## src/rtl/hamming_pkg.sv

```systemverilog
// Shared widths, parity masks and syndrome-to-data-bit map for the Hamming(12,8) decoder.
package hamming_pkg;

    localparam int CW_W   = 12;
    localparam int DATA_W = 8;
    localparam int SYN_W  = 4;

    // Data bits covered by each parity bit p0..p3
    localparam logic [DATA_W-1:0] P0_MASK = 8'h5B;  // d0 d1 d3 d4 d6
    localparam logic [DATA_W-1:0] P1_MASK = 8'h6D;  // d0 d2 d3 d5 d6
    localparam logic [DATA_W-1:0] P2_MASK = 8'h8E;  // d1 d2 d3 d7
    localparam logic [DATA_W-1:0] P3_MASK = 8'hF0;  // d4 d5 d6 d7

    localparam logic [SYN_W-1:0] SYN_UNCORR_MIN = 4'd13;

    typedef struct packed {
        logic [DATA_W-1:0] data;
        logic [SYN_W-1:0]  syn;
        logic              corrected;
        logic              uncorrectable;
    } dec_t;

    // One-hot flip mask for the data bit a syndrome points at; zero for parity/none/invalid.
    function automatic logic [DATA_W-1:0] syn_flip_mask(input logic [SYN_W-1:0] s);
        logic [DATA_W-1:0] m;
        m = '0;
        case (s)
            4'd3:    m = 8'h01;
            4'd5:    m = 8'h02;
            4'd6:    m = 8'h04;
            4'd7:    m = 8'h08;
            4'd9:    m = 8'h10;
            4'd10:   m = 8'h20;
            4'd11:   m = 8'h40;
            4'd12:   m = 8'h80;
            default: m = '0;
        endcase
        return m;
    endfunction

endpackage

```

## src/rtl/hamming_syndrome.sv

```systemverilog
// Combinational syndrome of a 12-bit codeword: stored parity xor recomputed parity.
module hamming_syndrome
    import hamming_pkg::*;
(
    input  logic [CW_W-1:0]  codeword,
    output logic [SYN_W-1:0] syndrome
);

    logic [DATA_W-1:0] d;
    logic [SYN_W-1:0]  p_calc;

    assign d = codeword[DATA_W-1:0];

    assign p_calc = {^(d & P3_MASK), ^(d & P2_MASK), ^(d & P1_MASK), ^(d & P0_MASK)};

    assign syndrome = codeword[CW_W-1:DATA_W] ^ p_calc;

endmodule

```

## src/rtl/hamming_decode_stage.sv

```systemverilog
// Two-stage valid/ready Hamming(12,8) decoder with optional error counters.
// Counters exist only when HAMMING_DEC_STATS_EN is defined; otherwise they read 0.
module hamming_decode_stage
    import hamming_pkg::*;
#(
    parameter int CNT_W = 16
) (
    input  logic              clk,
    input  logic              rst_n,
    input  logic              in_valid,
    output logic              in_ready,
    input  logic [CW_W-1:0]   in_codeword,
    output logic              out_valid,
    input  logic              out_ready,
    output logic [DATA_W-1:0] out_data,
    output logic [SYN_W-1:0]  out_syndrome,
    output logic              out_corrected,
    output logic              out_uncorrectable,
    input  logic              stat_clr,
    output logic [CNT_W-1:0]  corr_cnt,
    output logic [CNT_W-1:0]  uncorr_cnt
);

    localparam int STAGES = 2;

    logic [STAGES:1]   vld_pipe;
    logic              s1_adv, s2_adv;
    logic [CW_W-1:0]   s1_cw;
    logic [SYN_W-1:0]  s1_syn;
    logic [SYN_W-1:0]  in_syn;
    dec_t              dec;

    hamming_syndrome u_syn (
        .codeword (in_codeword),
        .syndrome (in_syn)
    );

    assign s2_adv    = !vld_pipe[2] || out_ready;
    assign s1_adv    = !vld_pipe[1] || s2_adv;
    assign in_ready  = s1_adv;
    assign out_valid = vld_pipe[2];

    // S1: capture codeword with its syndrome
    always_ff @(posedge clk or negedge rst_n) begin
        if (!rst_n) begin
            vld_pipe[1] <= 1'b0;
            s1_cw       <= '0;
            s1_syn      <= '0;
        end else if (s1_adv) begin
            vld_pipe[1] <= in_valid;
            if (in_valid) begin
                s1_cw  <= in_codeword;
                s1_syn <= in_syn;
            end
        end
    end

    // Parity bits are already folded into the syndrome
    logic unused_s1_par;
    assign unused_s1_par = ^s1_cw[CW_W-1:DATA_W];

    always_comb begin
        dec               = '0;
        dec.syn           = s1_syn;
        dec.uncorrectable = (s1_syn >= SYN_UNCORR_MIN);
        dec.corrected     = (s1_syn != '0) && !dec.uncorrectable;
        dec.data          = s1_cw[DATA_W-1:0] ^ syn_flip_mask(s1_syn);
    end

    // S2: registered result, held while downstream stalls
    always_ff @(posedge clk or negedge rst_n) begin
        if (!rst_n) begin
            vld_pipe[2]       <= 1'b0;
            out_data          <= '0;
            out_syndrome      <= '0;
            out_corrected     <= 1'b0;
            out_uncorrectable <= 1'b0;
        end else if (s2_adv) begin
            vld_pipe[2] <= vld_pipe[1];
            if (vld_pipe[1]) begin
                out_data          <= dec.data;
                out_syndrome      <= dec.syn;
                out_corrected     <= dec.corrected;
                out_uncorrectable <= dec.uncorrectable;
            end
        end
    end

`ifdef HAMMING_DEC_STATS_EN
    logic out_hs;
    assign out_hs = out_valid && out_ready;

    // Clear wins over a same-cycle increment; counts saturate at all-ones
    always_ff @(posedge clk or negedge rst_n) begin
        if (!rst_n) begin
            corr_cnt   <= '0;
            uncorr_cnt <= '0;
        end else if (stat_clr) begin
            corr_cnt   <= '0;
            uncorr_cnt <= '0;
        end else if (out_hs) begin
            if (out_corrected && !(&corr_cnt))
                corr_cnt <= corr_cnt + CNT_W'(1);
            if (out_uncorrectable && !(&uncorr_cnt))
                uncorr_cnt <= uncorr_cnt + CNT_W'(1);
        end
    end
`else
    assign corr_cnt   = '0;
    assign uncorr_cnt = '0;

    logic unused_stat_clr;
    assign unused_stat_clr = stat_clr;
`endif

endmodule

```

## config.mk

```make
export PLATFORM = sky130hd
export DESIGN_NAME = hamming_decode_stage
export DESIGN_NICKNAME = d
export VERILOG_FILES = /design/src/rtl/hamming_pkg.sv /design/src/rtl/hamming_syndrome.sv /design/src/rtl/hamming_decode_stage.sv
export SDC_FILE = /design/constraint.sdc
export NUM_CORES = 1
export LEC_CHECK = 0
export CAP_MARGIN = 20
export CORE_MARGIN = 5
export CORE_UTILIZATION = 43
export CTS_CLUSTER_DIAMETER = 30
export DETAILED_ROUTE_END_ITERATION = 10
export PLACE_DENSITY = 0.9
export SYNTH_ARGS = -nofsm -noshare
export SYNTH_HDL_FRONTEND = slang
export SYNTH_SLANG_ARGS = --single-unit
```

## constraint.sdc

```tcl
create_clock -name clk -period 1.5 [get_ports clk]
set_clock_uncertainty 0.05 [all_clocks]
set_input_delay 0.3 -clock clk [delete_from_list [all_inputs] [get_ports clk]]
set_output_delay 0.3 -clock clk [all_outputs]
set_load 0.05 [all_outputs]
```

==> qor.yml, run 1 <==
finish:
  final_common_cell: "conb_1"
  diodes: 0
  regArea_um2: 704
  fin_area_um2: 2200
  multi_input_area_um2: 827
  postLayoutCoreUtil_pct: 59.6
  area_growth_pct: 33.3
  final_cells: 216
  final_cell_mix: "conb_1, dfrtp_1, mux2_2"
  nFillCells: 319
  nNetsFinal: 186
  drive_gt1_share_pct: 39.9
logic_synthesis:
  yosysTopAreaCellShare_pct: 42.5
  netlist_area_um2: 1650
  post_synth_main_area_contributors: "dfrtp_1, mux2_2, buf_4, xnor2_1, xor2_1"
  synth-seq-area-share_pct: 42.5
  yosysUniqueCellTypes: 20
  ys_warn_count: 0
  synthCells: 131
  synth-seq-cells: 28
  avgSynthCellArea_um2: 12.6
  yosysTopAreaCell: "dfrtp_1"
worst_setup_path:
  crit_chain: "clkdlybuf4s50_1 > xnor2_2 > xnor3_1 > mux2_4"
  crit_family: "buffers and inverters"
  max_stage_delay_ns: 0.55
  required_ns: 1.61
  crit_arrival_ns: 1.58
  crit_type: "in -> reg"
  cp-end-kind: "flop"
  cp.buffers_inverters: 1
  crit_slowest_cell: "clkdlybuf4s50_1"
  critPathMaxFanout: 3
  crit_path_start_kind: "primary input"
global_routing:
  grt_usage_pct: 12.0
  grt-ovfl-total: 0
  grt_max_degree: 29
  first_global_vias: 957
  grt_pass1_wl_mm: 4.76
  antenna_found_initial: 0
sta:
  slew_violations: 0
  setup_viol: 0
  rsz0062_at_grt: "false"
  layout_min_cycle_time_ns: 1.47
  report.final.hold_viol_count: 0
  setup_ws_ns: 0.0311
  max_freq_mhz: 681
  layout_worst_path_cycle_share_pct: 97.9
route:
  drt_first_pass_iters: 4
  ant_nets: 0
  routedWlPerCell_um: 14.7
  wirelength_mm: 3.17
  drc: 0
  drt-initial-drc-count: 23
  vias: 999
  vias_per_cell: 4.63
clock_tree:
  cts-root-buf: "clkbuf_8"
  cts_tree: "yes"
  worstSkewPairLatency_ns: 0.27
  cts_inserted_buffers: 3
  cts_buffer_depth: 2
  htree_levels: 1
  cts-hold-fix-buffers: 0
  clock_sinks: 28
  cts.clk_slew.worst_paths_ns: 0.09
die:
  dieArea_um2: 5170
  coreArea_um2: 3690
  fp.dieH_um: 71.9
  die_x_um: 71.9
  io_pins: 65
  start_util_pct: 44.7
  rows: 22
place:
  portBuffers: 31
  dp.cells: 209
  place_area_um2: 2090
  dp_slack_ns: -0.432
  gp_congestion: 0.775
  post-dp-hpwl_mm: 2.39
status:
  status: "complete, no violations"
power:
  ir_drop_v: 0.000795
  power_density_nw_per_um2: 1770
  leakage_nw: 1.03
hold_path:
  min_path_type: "in -> reg"
flow_run:
  max_cap_violations: 0
[state kept, by name, summed over array words and instances, names as in the netlist]
name and cells:
out_valid 1, out_data 8, out_corrected 1, s1_cw 8, vld_pipe 1, out_uncorrectable 1, s1_syn 4, out_syndrome 4
[report_power, final]
| part | switching, mW | internal, mW |
|---|---|---|
| clock | 0.226 | 0.235 |
| sequential | 0.327 | 0.997 |
| combinational | 1.06 | 1.05 |
| total | 1.61 | 2.28 |
[cells by family (layout without fill, tap and decap cells)]
| family | after synthesis | after routing | share of synthesized area (%) |
|---|---|---|---|
| compound gates | 3 | 3 | 1.29 |
| xor+xnor | 20 | 20 | 14.2 |
| buf+inv | 38 | 44 | 16.4 |
| flops | 28 | 28 | 42.5 |
| mux | 25 | 25 | 17.1 |
| other cells | 1 | 32 | 0.228 |
| simple gates | 16 | 16 | 8.28 |
[stage by stage]
step	TNS (ns)	hold WS, ns	power [mW]
global route	0	0.348	4.05
CTS	0	0.363	3.92
floorplan	-4.68	-0.0456	2.50
detailed placement	-5.63	0.455	3.44
finish	0	0.339	3.89
global placement	-4.85	0.422	3.38
[repair_timing]
action                                  4_1_cts  5_1_grt
resized for setup                            10        3
buffers inserted                              3        0
pin swaps                                     2        0
endpoints found under the setup margin        5        2
[layer usage]
metal,vias up,track usage (%),wire length (µm)
met5,-,0,0
met4,0,1.88,19
met3,2,3.74,226
met2,36,22.7,1790
met1,507,13.5,1140
li1,454,-,-
[layout make-up]
class                           count  area share (%)
Timing Repair Buffer               40            25.1
Tap cell                           48            2.73
Multi-Input combinational cell     96            37.6
Sequential cell                    28            32.1
Clock buffer                        4            2.51
[cell usage after synthesis, drive strengths merged]
cell / n
conb: 1
and4bb: 6
nand3b: 1
mux2: 25
xor2: 8
buf: 38
a31oi: 1
nor2: 1
a21oi: 1
o211a: 1
xnor2: 8
dfrtp: 28
nand2: 2
xnor3: 4
nor4: 1
nand4b: 2
nand2b: 3
[worst paths after layout]
path | startpoint | to | slack, ns | cells past startpoint
min in group asynchronous | rst_n | s1_syn[3] | 0.35 | 2
max in group asynchronous | rst_n | s1_syn[2] | 0.77 | 2
hold / removal | in_codeword[2] | s1_cw[2] | 0.34 | 2
hold reg to reg | vld_pipe[1] | out_valid | 0.47 | 1
setup / recovery | in_codeword[1] | s1_syn[0] | 0.03 | 4
setup reg to reg | s1_syn[1] | out_data[7] | 0.06 | 3
No activity file was read; power rests on OpenSTA's default activity.
==> run 2, diff against run 1 <==
CORE_UTILIZATION = 50   (was 43)
DONT_BUFFER_PORTS = 1   (was default)
PLACE_DENSITY = 0.76   (was 0.9)
==> qor.yml, run 2 (synthesized netlist as in run 1, its figures left out) <==
status:
  status: "complete, no violations"
sta:
  max_freq_mhz: 688  # +1.1%
  report.final.hold_viol_count: 0  # unchanged
  setup_viol: 0  # unchanged
  layout_worst_path_cycle_share_pct: 96.8  # -1.1 points
  setup_ws_ns: 0.0475  # +0.0164 ns
  layout_min_cycle_time_ns: 1.45  # -0.0164 ns
  setup-tns-final_ns: 0  # unchanged
  slew_violations: 0  # unchanged
global_routing:
  antenna_found_initial: 0  # unchanged
  grt_pass1_wl_mm: 4.37  # -8.1%
  grt_max_degree: 29  # unchanged
  grt_usage_pct: 12.9  # +0.84 points
  grt-ovfl-total: 0  # unchanged
  first_global_vias: 846  # -12%
power:
  leakage_nw: 0.782  # -24%
  power_density_nw_per_um2: 1740  # -1.6%
  ir_drop_v: 0.000840  # +5.7%
finish:
  final_cell_mix: "conb_1, dfrtp_1, mux2_2"
  area_growth_pct: 2.51
  nNetsFinal: 154  # -17%
  regArea_um2: 702  # -0.36%
  top_regs: "out_data x8, s1_cw x8"
  nFillCells: 283  # -11%
  diodes: 0  # unchanged
  final_common_cell: "conb_1"
  final_cells: 180  # -17%
  drive_gt1_share_pct: 30.9  # -9.0 points
  multi_input_area_um2: 800  # -3.3%
clock_tree:
  worstSkewPairLatency_ns: 0.33  # +0.06 ns
  cts_tree: "yes"
  cts.clk_slew.worst_paths_ns: 0.14  # +0.05 ns
  clock_sinks: 28  # unchanged
  cts_inserted_buffers: 3  # unchanged
  cts-root-buf: "clkbuf_4"
  cts_buffer_depth: 2  # unchanged
  htree_levels: 1  # unchanged
worst_setup_path:
  crit_type: "reg -> out"
  crit_path_start_kind: "flop"
  cp-end-kind: "primary output"
  required_ns: 1.15  # -0.46 ns
  crit_arrival_ns: 1.10  # -0.48 ns
  r2r_slack_ns: 0.06  # about the same
  critPathMaxFanout: 4  # +1
place:
  post-dp-hpwl_mm: 2.13  # -11%
  dp.cells: 171  # -18%
  gp_congestion: 0.728  # -6.0%
  portBuffers: 0  # -100%
  dp_slack_ns: 0.0602  # +0.493 ns
route:
  ant_nets: 0  # unchanged
  vias: 857  # -14%
  drc: 0  # unchanged
  drt-initial-drc-count: 26  # +13%
  drt_first_pass_iters: 4  # unchanged
  routedWlPerCell_um: 16.2  # +11%
  vias_per_cell: 4.76  # +2.9%
  wirelength_mm: 2.92  # -7.9%
die:
  io_pins: 65  # unchanged
  dieArea_um2: 4540  # -12%
  fp.dieH_um: 67.4  # -6.3%
  coreArea_um2: 3100  # -16%
  rows: 20  # -9.1%
  start_util_pct: 53.1  # +8.4 points
  die_x_um: 67.4  # -6.3%
hold_path:
  min_path_type: "in -> reg"
flow_run:
  max_cap_violations: 0  # unchanged
-- run 2: what timing repair did --
action                                  CTS  global route
gates resized for setup                   0             1
hold endpoints to repair                 29             1
endpoints found under the setup margin    0             1
hold buffers                              3             1
buffers inserted                          0             1
-- run 2: area by class of cell --
cell class | count | area share (%)
clock buffers | 4 | 2.15
multi-input cells | 96 | 47.3
flip-flops and latches | 28 | 41.6
well taps | 44 | 3.26
repair buffers | 8 | 5.70
-- run 2: critical path, cell delays in order (launching register included) --
cell and delay [ns]:
dfrtp_2 0.44, nand3b_1 0.15, buf_6 0.19
-- run 2: report_power, final --
part	total (mW)	leakage, nW	internal [mW]	switching, mW
registers	1.84	0.323	0.980	0.861
clock network	0.360	0.0210	0.149	0.212
logic	0.744	0.437	0.378	0.366
-- run 2: stage by stage --
stage | power, mW | util, % | cell area [µm²] | hold slack (ns)
global route | 3.09 | 54.4 | 1690 | 0.0302
global placement | 2.53 | 51.3 | 1590 | -0.0448
CTS | 2.96 | 53.8 | 1670 | 0.00769
detailed placement | 2.58 | 51.3 | 1590 | -0.0448
finish | 2.95 | 54.4 | 1690 | 0.0580
floorplan | 2.50 | - | 1780 | -0.0456
-- run 2: final timing paths --
path | from | endpoint | cells after the start
hold reg to reg | vld_pipe[1] | out_valid | 1
setup / recovery | out_valid | in_ready | 2
min in group asynchronous | rst_n | out_data[1] | 2
hold / removal | in_codeword[1] | s1_cw[1] | 1
setup reg to reg | vld_pipe[1] | s1_cw[3] | 4
max in group asynchronous | rst_n | out_valid | 2
-- run 2: layer usage --
metal	track usage, %	routed length, µm
met1	18.3	1230
met3	4.66	273
met5	0	0
met2	19.4	1410
met4	1.52	8
==> run 3, diff against run 2 <==
CAP_MARGIN = default   (was 20)
==> results of run 3 <==
Final layout, timing and power as in run 2 (identical DEF).
